`src/rtl/pass_err_pkg.sv`:
```
// Shared types for the pass distortion reader: pass type codes, word widths
// and the emitter FSM encoding.
package pass_err_pkg;

  localparam int PE_ERR_W = 31;
  localparam int PE_CUM_W = 36;

  typedef enum logic [1:0] {
    PASS_SP  = 2'd0,
    PASS_MRP = 2'd1,
    PASS_CP  = 2'd2
  } pass_type_e;

  typedef enum logic [1:0] {
    ST_IDLE     = 2'd0,
    ST_EMIT_SP  = 2'd1,
    ST_EMIT_MRP = 2'd2,
    ST_EMIT_CP  = 2'd3
  } state_e;

endpackage

```
`src/rtl/pass_error_fifo.sv`:
```
// Bit-plane entry FIFO. Exposes the head and the entry behind it so the
// emitter can chain planes without a bubble.
module pass_error_fifo #(
  parameter int W     = 99,
  parameter int DEPTH = 4
) (
  input  logic         clk,
  input  logic         rst,
  input  logic         rst_syn,
  input  logic         push,
  input  logic [W-1:0] din,
  input  logic         pop,
  output logic [W-1:0] head,
  output logic [W-1:0] nxt,
  output logic         full,
  output logic         empty,
  output logic         more
);
  localparam int AW = (DEPTH > 1) ? $clog2(DEPTH) : 1;

  logic [W-1:0]  mem [DEPTH];
  logic [AW-1:0] wp, rp;
  logic [AW:0]   cnt;

  always_ff @(posedge clk)
    if (push) mem[wp] <= din;

  always_ff @(posedge clk or negedge rst) begin
    if (!rst) begin
      wp  <= '0;
      rp  <= '0;
      cnt <= '0;
    end else if (rst_syn) begin
      wp  <= '0;
      rp  <= '0;
      cnt <= '0;
    end else begin
      if (push) wp <= wp + 1'b1;
      if (pop)  rp <= rp + 1'b1;
      cnt <= cnt + (AW+1)'(push) - (AW+1)'(pop);
    end
  end

  assign head  = mem[rp];
  assign nxt   = mem[rp + 1'b1];
  assign empty = (cnt == '0);
  assign full  = (cnt == (AW+1)'(DEPTH));
  assign more  = (cnt > (AW+1)'(1));

endmodule

```
`src/rtl/pass_error_reader.sv`:
```
// Buffers per-bit-plane SP/MRP/CP distortions and serialises them in pass order
// with pass index and saturating cumulative distortion toward rate control.
module pass_error_reader
  import pass_err_pkg::*;
#(
  parameter int ERR_W = PE_ERR_W,
  parameter int CUM_W = PE_CUM_W,
  parameter int DEPTH = 4,
  parameter int IDX_W = 6
) (
  input  logic             clk,
  input  logic             rst,
  input  logic             rst_syn,
  input  logic [ERR_W-1:0] pass_error_sp,
  input  logic [ERR_W-1:0] pass_error_mrp,
  input  logic [ERR_W-1:0] pass_error_cp,
  input  logic             pass_error_vld,
  input  logic [3:0]       count_bp,
  input  logic             first_bp,
  input  logic             last_bp,
  input  logic             pass_out_rdy,
  output logic             pass_out_vld,
  output logic [ERR_W-1:0] pass_dist_out,
  output logic [1:0]       pass_type_out,
  output logic [3:0]       pass_bp_out,
  output logic [IDX_W-1:0] pass_idx_out,
  output logic [CUM_W-1:0] cum_dist_out,
  output logic             pass_last_out,
  output logic             ovf_err
);
  // Entry layout: {sp, mrp, cp, bp[3:0], first, last}
  localparam int ENT_W = 3*ERR_W + 6;

  logic             cap_vld;
  logic [ENT_W-1:0] cap_ent, head_ent, nxt_ent, ld_ent;
  logic             fifo_full, fifo_empty, fifo_more;
  logic             push, pop, hs;
  state_e           state;
  logic             blk_start;

  // Input capture stage: the strobe is registered before entering the FIFO.
  always_ff @(posedge clk or negedge rst) begin
    if (!rst) begin
      cap_vld <= 1'b0;
      cap_ent <= '0;
    end else if (rst_syn) begin
      cap_vld <= 1'b0;
      cap_ent <= '0;
    end else begin
      cap_vld <= pass_error_vld;
      if (pass_error_vld)
        cap_ent <= {pass_error_sp, pass_error_mrp, pass_error_cp, count_bp, first_bp, last_bp};
    end
  end

  assign hs   = pass_out_vld && pass_out_rdy;
  assign pop  = hs && (state == ST_EMIT_CP);
  assign push = cap_vld && (!fifo_full || pop);

  pass_error_fifo #(.W(ENT_W), .DEPTH(DEPTH)) u_fifo (
    .clk(clk), .rst(rst), .rst_syn(rst_syn),
    .push(push), .din(cap_ent), .pop(pop),
    .head(head_ent), .nxt(nxt_ent),
    .full(fifo_full), .empty(fifo_empty), .more(fifo_more)
  );

  logic             ld, ld_new, restart;
  pass_type_e       ld_type;
  logic [ERR_W-1:0] ld_dist;
  logic [CUM_W:0]   cum_sum;
  logic [IDX_W-1:0] nxt_idx;
  logic [CUM_W-1:0] nxt_cum;

  always_comb begin
    ld      = 1'b0;
    ld_new  = 1'b0;
    ld_ent  = head_ent;
    ld_type = PASS_SP;
    ld_dist = '0;
    case (state)
      ST_IDLE:     if (!fifo_empty) begin ld = 1'b1; ld_new = 1'b1; end
      ST_EMIT_SP:  if (hs) begin ld = 1'b1; ld_type = PASS_MRP; end
      ST_EMIT_MRP: if (hs) begin ld = 1'b1; ld_type = PASS_CP; end
      ST_EMIT_CP:  if (hs && fifo_more) begin ld = 1'b1; ld_new = 1'b1; ld_ent = nxt_ent; end
      default: ;
    endcase
    if (ld_new) ld_type = ld_ent[1] ? PASS_CP : PASS_SP;
    case (ld_type)
      PASS_SP:  ld_dist = ld_ent[ENT_W-1 -: ERR_W];
      PASS_MRP: ld_dist = ld_ent[ENT_W-1-ERR_W -: ERR_W];
      default:  ld_dist = ld_ent[ERR_W+5 -: ERR_W];
    endcase
    // A new code-block starts after reset, after a last CP, or on a first plane.
    restart = blk_start || (hs && pass_last_out) || (ld_new && ld_ent[1]);
    cum_sum = {1'b0, cum_dist_out} + (CUM_W+1)'(ld_dist);
    nxt_idx = restart ? '0 : pass_idx_out + 1'b1;
    nxt_cum = restart ? CUM_W'(ld_dist) : (cum_sum[CUM_W] ? '1 : cum_sum[CUM_W-1:0]);
  end

  always_ff @(posedge clk or negedge rst) begin
    if (!rst) begin
      state <= ST_IDLE;        blk_start <= 1'b1;    ovf_err <= 1'b0;
      pass_out_vld <= 1'b0;    pass_dist_out <= '0;  pass_type_out <= '0;
      pass_bp_out <= '0;       pass_idx_out <= '0;   cum_dist_out <= '0;
      pass_last_out <= 1'b0;
    end else if (rst_syn) begin
      state <= ST_IDLE;        blk_start <= 1'b1;    ovf_err <= 1'b0;
      pass_out_vld <= 1'b0;    pass_dist_out <= '0;  pass_type_out <= '0;
      pass_bp_out <= '0;       pass_idx_out <= '0;   cum_dist_out <= '0;
      pass_last_out <= 1'b0;
    end else begin
      if (cap_vld && !push) ovf_err <= 1'b1;
      if (ld) begin
        state <= (ld_type == PASS_SP)  ? ST_EMIT_SP :
                 (ld_type == PASS_MRP) ? ST_EMIT_MRP : ST_EMIT_CP;
        pass_out_vld  <= 1'b1;
        pass_dist_out <= ld_dist;
        pass_type_out <= ld_type;
        pass_bp_out   <= ld_ent[5:2];
        pass_idx_out  <= nxt_idx;
        cum_dist_out  <= nxt_cum;
        pass_last_out <= (ld_type == PASS_CP) && ld_ent[0];
        blk_start     <= 1'b0;
      end else if (hs) begin
        state         <= ST_IDLE;
        pass_out_vld  <= 1'b0;
        pass_last_out <= 1'b0;
        if (pass_last_out) begin
          pass_idx_out <= '0;
          cum_dist_out <= '0;
          blk_start    <= 1'b1;
        end
      end
    end
  end

endmodule

```
`config.mk`:
```
export PLATFORM = sky130hd
export DESIGN_NAME = pass_error_reader
export DESIGN_NICKNAME = d
export VERILOG_FILES = /design/src/rtl/pass_err_pkg.sv /design/src/rtl/pass_error_fifo.sv /design/src/rtl/pass_error_reader.sv
export SDC_FILE = /design/constraint.sdc
export NUM_CORES = 1
export LEC_CHECK = 0
export BUFFER_PORTS_ARGS = -buffer_cell sky130_fd_sc_hd__buf_2
export CORE_MARGIN = 3
export CORE_UTILIZATION = 45
export CTS_BUF_LIST = sky130_fd_sc_hd__clkbuf_16
export CTS_CLUSTER_DIAMETER = 200
export DETAILED_ROUTE_END_ITERATION = 16
export GPL_ROUTABILITY_DRIVEN = 1
export PLACE_DENSITY = 0.73
export SLEW_MARGIN = 30
export SYNTH_ARGS = -nofsm -noshare
export SYNTH_HDL_FRONTEND = slang
export SYNTH_SLANG_ARGS = --single-unit
```
`constraint.sdc`:
```
create_clock -name clk -period 6.3 [get_ports clk]
set_input_delay 0.945 -clock clk [delete_from_list [all_inputs] [get_ports clk]]
set_output_delay 0.945 -clock clk [all_outputs]
set_load 0.005 [all_outputs]
```
==> results_dict.tcl <==
set metrics [dict create \
    drt-total-wl_microns 80100 \
    ys.flop_type "edfxtp_1" \
    cts.sinks 588 \
    synthArstFlopShare 0.327 \
    htree_num_levels 2 \
    setup_viol 0 \
    worst_slack_ns 0.790 \
    clk_pin_slew_ns 0.06 \
    yosysSeqAreaShare 0.601 \
    finalSetupTns_ns 0 \
    synthesis.area_sq_um 27800 \
    maxSlewHeadroom 0.340 \
    final_util 0.522 \
    hold_class "in2async" \
    critPathLaunch "u_fifo.rp[1]" \
    cts_resized 0 \
    drive_above_1_share 0.194 \
    grt-ovfl-total 0 \
    final_hold_viol_count 0 \
    final_common_cell "edfxtp_1" \
    first_pass_iters 8 \
    clockBufferDepth 3 \
    finalPower_w 0.00932 \
    crit_required_ns 6.82 \
    post-route-period-util 0.875 \
    rsz0062_at_grt "false" \
    grt_pass1_wl_microns 121000 \
    hold_buffers 0 \
    cts_made_buffers 59 \
    ios 186 \
    syn_to_final_growth_pct 14.1 \
    vias 20700 \
    crit_buf_inv 4 \
    slew_viol_final 0 \
    timing.fmax_mhz 182 \
    grt_pass1_vias 20000 \
    crit_family "compound AO/OA/AOI/OAI gates" \
    crit_chain "inv_1 > nand4_1 > buf_12 > buf_4 > o221ai_1 > a221oi_1 > a31oi_1 > a21oi_1 > ha_1 > inv_1 > fa_1 > nor2b_1 > o211ai_1 > a21oi_1 > a41oi_1 > o31a_1 > o311ai_1 > xnor2_1 > a2bb2oi_1" \
    p_leak_nw 12.1 \
    mostFrequentLayoutCells "edfxtp_1, dfrtp_1, buf_2, o21ai_0, nor3_1" \
    port_buffers 185 \
    initial_utilization 0.458 \
    cap_viol_max_count 0 \
    status "completed" \
    vdd_drop_max_uv 222 \
    syn-num-nets 2457 \
    root_buffer "clkbuf_16" \
    r2r-start "u_fifo.rp[1]" \
    drc 0 \
    yosysWarnings 0 \
    dp_hpwl_microns 52700 \
    chipHeight_microns 254 \
    fin_cells 3272 \
    cp-start-kind "flip-flop" \
    arrival_ns 6.02 \
    synth-seq-cells 588 \
    drtAntennaViolNets 0 \
    die_width_microns 254 \
    max_stage_delay_ns 0.74 \
    dp_cells 3158 \
    path_class "reg2reg" \
    skew_ns 0.0307 \
    drt-initial-drc-count 2477 \
    grt_max_degree 152 \
    tritoncts "done" \
    worst-slew-pin-transition_ns 0.990 \
    clk_latency_ns 0.63 \
    fin_nets 2589 \
    fin_crit_ns 5.51 \
    synthCells 2306 \
    yosysUniqueCellTypes 76 \
    cellPowerDensity_nw_per_um2 294 \
    dieArea_sq_um 64700 \
    cp_slowest_cell "dfrtp_4" \
    pre_cts_slack_ns 0.292 \
    grt_antenna_before_repair 0 \
    grt.total_usage 0.242 \
    fp-row-count 90 \
    worstSetupEndpointType "flip-flop" \
    core_area_sq_um 60700 \
    crit_fanout 36 \
    synth-edff-count 396 \
    place.gp.congestion 0.868 \
    drt-wirelength-per-cell_microns 24.5 \
    syn_avg_cell_area_sq_um 12.0 \
    viasPerCell 6.33 \
    cts_setup_buffers 0 \
]
==> metrics by stage <==
step	hold WS, ns	cell area [sq um]
after CTS	0.322	31700
after detailed placement	0.460	29700
after floorplan	0.470	27800
after global routing	0.351	31700
final	0.317	31700
after global placement	0.454	29700
==> cell families after synthesis <==
family                   share of synthesized area
AO/OA/AOI/OAI                                0.170
XOR/XNOR                                   0.00915
adder cells (fa/ha/maj)                     0.0217
buffers and inverters                       0.0346
flip-flops                                   0.601
multiplexers                                0.0788
AND/OR/NAND/NOR                             0.0845
==> registers in the layout, summed over array words and instances (netlist names) <==
signal / count
blk_start: 1
cap_ent: 99
cap_vld: 1
cum_dist_out: 36
ovf_err: 1
pass_bp_out: 4
pass_dist_out: 31
pass_idx_out: 6
pass_last_out: 1
pass_out_vld: 1
pass_type_out: 2
state: 2
u_fifo.cnt: 3
u_fifo.mem: 396
u_fifo.rp: 2
u_fifo.wp: 2
==> cell usage after synthesis (27+ instances only) <==
cell type	number	area share
o21ai_0	180	0.032
edfxtp_1	396	0.43
a211oi_1	35	0.0095
nand3_1	28	0.0050
ha_1	45	0.020
nand2_1	93	0.013
dfrtp_1	191	0.17
mux2_2	96	0.039
o31ai_1	27	0.0073
a21oi_1	92	0.017
inv_1	35	0.0047
nor3_1	152	0.027
o22ai_1	96	0.022
buf_2	55	0.0099
a21o_1	33	0.0089
mux2i_1	106	0.038
a31oi_1	31	0.0070
nor2_1	146	0.020
o221ai_1	111	0.035
clkbuf_1	114	0.015
==> routing by layer <==
metal	GRT usage	vias up	wire, microns
met3	0.0453	148	6690
met1	0.347	10200	34600
li1	-	9225	-
met5	0	-	0
met4	0.0836	0	2660
met2	0.372	1118	36100
==> area by class of cell <==
type	count	area, sq um
antenna	1	2.50
timing repair buffer	267	1750
fill	5065	29000
inverter	37	141
sequential	588	16700
clock inverter	51	419
multi-input combinational	1485	10200
clock buffer	61	1530
tap	782	978
==> final timing paths <==
path / cells after the start / to / slack [ns]
min: 1 / cap_ent[53] / 0.32
min reg2reg: 1 / pass_dist_out[15] / 0.47
max reg2reg: 19 / cum_dist_out[26] / 0.79
min in group clk: 1 / pass_dist_out[15] / 0.47
max: 19 / cum_dist_out[26] / 0.79
max in group asynchronous: 2 / u_fifo.rp[1] / 4.84
==> power by group <==
group	total [W]	internal, W	switching [W]
logic	0.00129	0.000515	0.000779
clock network	0.00352	0.00200	0.00152
registers	0.00451	0.00433	0.000175
total	0.00932	0.00685	0.00247
Power figures use the tool's default switching activity.
